### src/rtl/uart_rx_bit_timer.sv
// Oversampling edge/bit timer for the UART receive path.
// Runtime prescale and frame format are latched at frame start; all strobes decode registered counts.
module uart_rx_bit_timer #(
    parameter int PRESCALE_W = 6,
    parameter int BIT_CNT_W  = 4,
    parameter int FRAME_MAX  = 12
) (
    input  logic                  clk,
    input  logic                  rst,
    input  logic                  cnt_en,
    input  logic [PRESCALE_W-1:0] prescale,
    input  logic [1:0]            data_bits,
    input  logic                  par_en,
    input  logic                  stop2,
    output logic [PRESCALE_W-1:0] edge_cnt,
    output logic [BIT_CNT_W-1:0]  bit_cnt,
    output logic                  sample_stb,
    output logic                  mid_stb,
    output logic                  bit_done,
    output logic                  frame_done,
    output logic                  busy,
    output logic                  cfg_err
);

    localparam logic [1:0] ST_IDLE  = 2'd0;
    localparam logic [1:0] ST_COUNT = 2'd1;
    localparam logic [1:0] ST_HOLD  = 2'd2;
    localparam logic [1:0] ST_ERR   = 2'd3;

    logic [1:0]            state;
    logic [PRESCALE_W-1:0] p_lat;
    logic [BIT_CNT_W-1:0]  n_last_lat;
    logic [BIT_CNT_W:0]    n_sum;
    logic [BIT_CNT_W:0]    n_cfg;
    logic [BIT_CNT_W-1:0]  n_last_cfg;
    logic                  prescale_ok;
    logic [PRESCALE_W-1:0] half;

    always_comb begin
        prescale_ok = (prescale[0] == 1'b0)
                   && (prescale >= PRESCALE_W'(4))
                   && (prescale <= PRESCALE_W'(32));
        n_sum = (BIT_CNT_W+1)'(7) + (BIT_CNT_W+1)'(data_bits)
              + (BIT_CNT_W+1)'(par_en) + (BIT_CNT_W+1)'(stop2);
        n_cfg = (n_sum > (BIT_CNT_W+1)'(FRAME_MAX)) ? (BIT_CNT_W+1)'(FRAME_MAX) : n_sum;
        n_cfg = n_cfg - (BIT_CNT_W+1)'(1);
        n_last_cfg = n_cfg[BIT_CNT_W-1:0];
    end

    // Frame length is stored as the index of its last bit, N-1.
    always_ff @(posedge clk) begin
        if (rst) begin
            state      <= ST_IDLE;
            edge_cnt   <= '0;
            bit_cnt    <= '0;
            cfg_err    <= 1'b0;
            p_lat      <= '0;
            n_last_lat <= '0;
        end else if (!cnt_en) begin
            state    <= ST_IDLE;
            edge_cnt <= '0;
            bit_cnt  <= '0;
            cfg_err  <= 1'b0;
        end else begin
            case (state)
                ST_IDLE: begin
                    if (prescale_ok) begin
                        state      <= ST_COUNT;
                        edge_cnt   <= PRESCALE_W'(1);
                        bit_cnt    <= '0;
                        p_lat      <= prescale;
                        n_last_lat <= n_last_cfg;
                    end else begin
                        state   <= ST_ERR;
                        cfg_err <= 1'b1;
                    end
                end
                ST_COUNT: begin
                    if (edge_cnt < p_lat) begin
                        edge_cnt <= edge_cnt + PRESCALE_W'(1);
                    end else if (bit_cnt < n_last_lat) begin
                        bit_cnt  <= bit_cnt + BIT_CNT_W'(1);
                        edge_cnt <= PRESCALE_W'(1);
                    end else begin
                        state    <= ST_HOLD;
                        edge_cnt <= '0;
                        bit_cnt  <= '0;
                    end
                end
                ST_HOLD: begin
                    edge_cnt <= '0;
                    bit_cnt  <= '0;
                end
                default: begin
                    cfg_err <= 1'b1;
                end
            endcase
        end
    end

    always_comb begin
        half       = {1'b0, p_lat[PRESCALE_W-1:1]};
        busy       = (state == ST_COUNT);
        sample_stb = busy && ((edge_cnt == half - PRESCALE_W'(1))
                           || (edge_cnt == half)
                           || (edge_cnt == half + PRESCALE_W'(1)));
        mid_stb    = busy && (edge_cnt == half);
        bit_done   = busy && (edge_cnt == p_lat);
        frame_done = bit_done && (bit_cnt == n_last_lat);
    end

endmodule

### config.mk
export PLATFORM = sky130hd
export DESIGN_NAME = uart_rx_bit_timer
export DESIGN_NICKNAME = d
export VERILOG_FILES = /design/src/rtl/uart_rx_bit_timer.sv
export SDC_FILE = /design/constraint.sdc
export NUM_CORES = 1
export LEC_CHECK = 0
export CORE_MARGIN = 8
export CORE_UTILIZATION = 39
export CTS_CLUSTER_SIZE = 8
export DETAILED_ROUTE_END_ITERATION = 7
export MAX_ROUTING_LAYER = met4
export SYNTH_ARGS = -nofsm -noshare
export SYNTH_HDL_FRONTEND = slang
export SYNTH_SLANG_ARGS = --single-unit
### constraint.sdc
create_clock -name clk -period 3.3 [get_ports clk]
set_input_delay 0.66 -clock clk [delete_from_list [all_inputs] [get_ports clk]]
set_output_delay 0.66 -clock clk [all_outputs]
set_load 0.02 [all_outputs]
==> run summary <==
- **total leakage power** 1.05 nW
- **Worst Reg2Reg Path Length in Cells** 7
- **H-tree level count** 1
- **Setup TNS Final** 0 ns
- **GRT overflow** 0
- **transition time at the pin with the least slew margin** 0.623 ns
- **kind of end point of the critical path** register
- **drt first pass iters** 4
- **PortBufs** 28
- **count of vias placed by the detailed router** 1768
- **total instance count after detailed placement** 332
- **R2R Setup Slk** 0.91 ns
- **run status** complete, no violations
- **Hold Startpoint** n_last_lat[1]
- **number of warnings issued by yosys** 0
- **maximum root-to-sink buffer count** 2
- **floorplan row count** 25
- **cell taking the most area after synthesis** sky130_fd_sc_hd__dfxtp_1
- **EDFF count, synth** 0
- **number of sinks driven by the clock tree** 23
- **HPWL reported at the end of detailed placement** 3.66 mm
- **Power Dens Cells** 292 nW/um^2
- **number of distinct library cell variants in the gate-level netlist after synthesis** 56
- **worst-skew pair later-pin latency** 0.26 ns
- **Final Hold Vio Count** 0
- **reg2reg start** p_lat[5]
- **total standard cell area after synthesis** 1910 um^2
- **fraction of power consumed by combinational cells** 0.316
- **# diodes** 0
- **peak ir drop on the vdd network** 0.226 mV
- **async set-or-reset flop fraction in the synthesized netlist** 0
- **per-cell routed wire length** 13.5 um
- **GPL Wtd Cong** 0.846
- **pin count of the biggest net entering global routing** 14
- **via count of the first global-routing pass** 1807
- **WHS Endpoint** n_last_lat[1]
- **antenna-violating nets left** 0
- **Pins Over Slew Limit** 0
- **Routed WL** 4.55 mm
- **Worst Skew** 0.00553 ns
- **MaxCap Viol Count** 0
- **Post-CTS Setup Bufs** 0
- **worst slew margin relative to its limit** 0.582
- **full die area** 7390 um^2
- **Die H** 86.0 um
- **Cells after Synth** 232
- **Tcrit/Tclk final** 0.949
- **Critical Setup Path Class** in2reg
- **flop and latch count out of synthesis** 23
- **Final Critical Period** 3.13 ns
- **starting density of the core** 0.405
- **final-stage net count** 306
- **cts bufs inserted** 3
- **worst flop-to-flop path endpoint** bit_cnt[3]
- **share of the synthesized area in the top cell type** 0.241
- **Int Power** 476 uW
- **Post-Syn Area per Cell** 8.24 um^2
- **IO Pins** 29
- **startpoint types** input port
- **end-of-flow core utilization** 0.507
- **library cell used as clock root buffer** sky130_fd_sc_hd__clkbuf_8
- **layout cell share with drive strength beyond 1** 0.119
- **ratio of routed vias to standard cells** 5.26
- **clock share of power** 0.257
- **area of the placeable core** 4720 um^2
- **DIE WIDTH** 86.0 um
- **first-pass GRT wire length** 7.89 mm
- **syn nets** 268
- **part of the Yosys area used for sequential elements** 0.241
- **count of routing violations after the opening detailed-route iteration** 72
- **clock slew at reported path FFs** 0.09 ns
- **sequential fraction of design power** 0.426
- **final instance count without filler cells** 336
- **DRC violation count after routing** 0
- **Synth area leaders** sky130_fd_sc_hd__dfxtp_1, sky130_fd_sc_hd__ha_1, sky130_fd_sc_hd__mux2i_1, sky130_fd_sc_hd__a21oi_1, sky130_fd_sc_hd__inv_1
- **critical path fanouts, max** 3
- **Highest Clock Rate** 0.319 GHz
- **Setup-failing EPs final** 0
- **fraction of power spent switching nets** 0.320
- **number of stages on the worst hold path** 2
- **post-route total power** 699 uW
- **total track usage** 0.132
- **CP Data Arrival Time** 3.32 ns
- **most used flip-flop cell after synthesis** sky130_fd_sc_hd__dfxtp_1
- **required time of the critical path** 3.48 ns
- **TritonCTS clock tree** done
- **Synth-to-Final Area Change** 25.3%
- **class of the most critical hold timing path** reg2reg
- **Switching Power** 224 uW
- **number of antenna violations at the first check in global routing** 0
## worst max-delay path, stage by stage
cell and delay (ns):
sky130_fd_sc_hd__clkdlybuf4s50_1 0.45, sky130_fd_sc_hd__inv_1 0.04, sky130_fd_sc_hd__ha_1 0.26, sky130_fd_sc_hd__inv_1 0.03, sky130_fd_sc_hd__ha_1 0.20, sky130_fd_sc_hd__fa_1 0.42
sky130_fd_sc_hd__or3_4 0.41, sky130_fd_sc_hd__nand3_1 0.11, sky130_fd_sc_hd__ha_1 0.17, sky130_fd_sc_hd__xor2_1 0.17, sky130_fd_sc_hd__xnor2_1 0.13, sky130_fd_sc_hd__nor2_1 0.05
sky130_fd_sc_hd__a211oi_1 0.19
## synth_stat cells, types with 3 or more instances
library cell,count
sky130_fd_sc_hd__buf_2,4
sky130_fd_sc_hd__o31ai_1,3
sky130_fd_sc_hd__or4_1,3
sky130_fd_sc_hd__a31oi_1,4
sky130_fd_sc_hd__ha_1,22
sky130_fd_sc_hd__clkbuf_1,4
sky130_fd_sc_hd__xnor2_1,4
sky130_fd_sc_hd__nand2_1,9
sky130_fd_sc_hd__inv_1,22
sky130_fd_sc_hd__xor2_1,8
sky130_fd_sc_hd__a21oi_1,17
sky130_fd_sc_hd__mux2i_1,9
sky130_fd_sc_hd__a211oi_1,4
sky130_fd_sc_hd__o21ai_0,10
sky130_fd_sc_hd__or3_1,3
sky130_fd_sc_hd__dfxtp_1,23
sky130_fd_sc_hd__nor2_1,17
sky130_fd_sc_hd__nand3_1,13
sky130_fd_sc_hd__nor3_1,3
sky130_fd_sc_hd__nor2b_1,6
## state kept, by name (all words and copies together) (netlist names)
signal      cells
edge_cnt        6
p_lat           6
bit_cnt         4
n_last_lat      4
state           2
cfg_err         1
## cells by family (layout without fill, tap and decap cells)
logic type,count (synthesis),after routing,synth area share
AO/OA/AOI/OAI,54,54,0.190
XOR/XNOR,12,12,0.0550
adder cells (fa/ha/maj),23,23,0.155
buffers and inverters,31,68,0.0675
flip-flops,23,23,0.241
multiplexers,10,10,0.0550
AND/OR/NAND/NOR,79,79,0.237
## cell type report
class | instances | area, um^2
repair buffers | 42 | 388
well taps | 67 | 83.8
clock inverters | 1 | 5.00
inverters | 22 | 82.6
fillers | 465 | 2330
flip-flops and latches | 23 | 462
multi-input cells | 178 | 1330
clock buffers | 3 | 41.3
## cell usage in the layout, fill, tap and decap left out, types with 4 or more instances in the layout
master / netlist / final
sky130_fd_sc_hd__nand2_1: 9 / 9
sky130_fd_sc_hd__mux2i_1: 9 / 9
sky130_fd_sc_hd__a21oi_1: 17 / 17
sky130_fd_sc_hd__a31oi_1: 4 / 4
sky130_fd_sc_hd__nand3_1: 13 / 13
sky130_fd_sc_hd__ha_1: 22 / 22
sky130_fd_sc_hd__xor2_1: 8 / 8
sky130_fd_sc_hd__dfxtp_1: 23 / 22
sky130_fd_sc_hd__clkdlybuf4s50_1: 0 / 27
sky130_fd_sc_hd__buf_4: 0 / 14
sky130_fd_sc_hd__xnor2_1: 4 / 4
sky130_fd_sc_hd__o21ai_0: 10 / 10
sky130_fd_sc_hd__nor2b_1: 6 / 6
sky130_fd_sc_hd__nor2_1: 17 / 17
sky130_fd_sc_hd__inv_1: 22 / 22
sky130_fd_sc_hd__a211oi_1: 4 / 4
## per-stage QoR
step	instance area, um^2	setup WS (ns)	hold slack (ns)
after global placement	2330	-0.0666	0.450
final	2390	0.167	0.467
after detailed placement	2330	-0.149	0.456
after floorplan	1910	0.400	0.436
after CTS	2380	0.0180	0.470
after global routing	2390	-0.000320	0.496
## metal layers
metal	GRT usage	routed length (um)
met1	0.166	2360
met2	0.216	2020
met3	0.0134	125
met4	0.0430	40
met5	-	0
## power by group through the flow
stage,clock network [mW],registers [mW],logic [mW]
finish,0.180,0.298,0.221
global route,0.197,0.300,0.249
floorplan,0,0.306,0.138
CTS,0.186,0.298,0.221
detailed placement,0,0.305,0.220
global placement,0,0.305,0.218
## worst max path at each step
| stage | start | to | slack [ns] |
|---|---|---|---|
| floorplan | data_bits[0] | n_last_lat[2] | 0.40 |
| CTS | p_lat[1] | sample_stb | 0.02 |
| finish | data_bits[0] | n_last_lat[2] | 0.17 |
| global route | stop2 | n_last_lat[2] | -0.0003 |
| detailed placement | data_bits[0] | n_last_lat[2] | -0.15 |
| global placement | data_bits[0] | n_last_lat[2] | -0.07 |
## what timing repair did
action / 4_1_cts / 5_1_grt
resized for setup: 0 / 4
hold endpoints to repair: 0 / 0
hold buffers: 0 / 0
endpoints found under the setup margin: 0 / 2
Power figures use the tool's default switching activity.
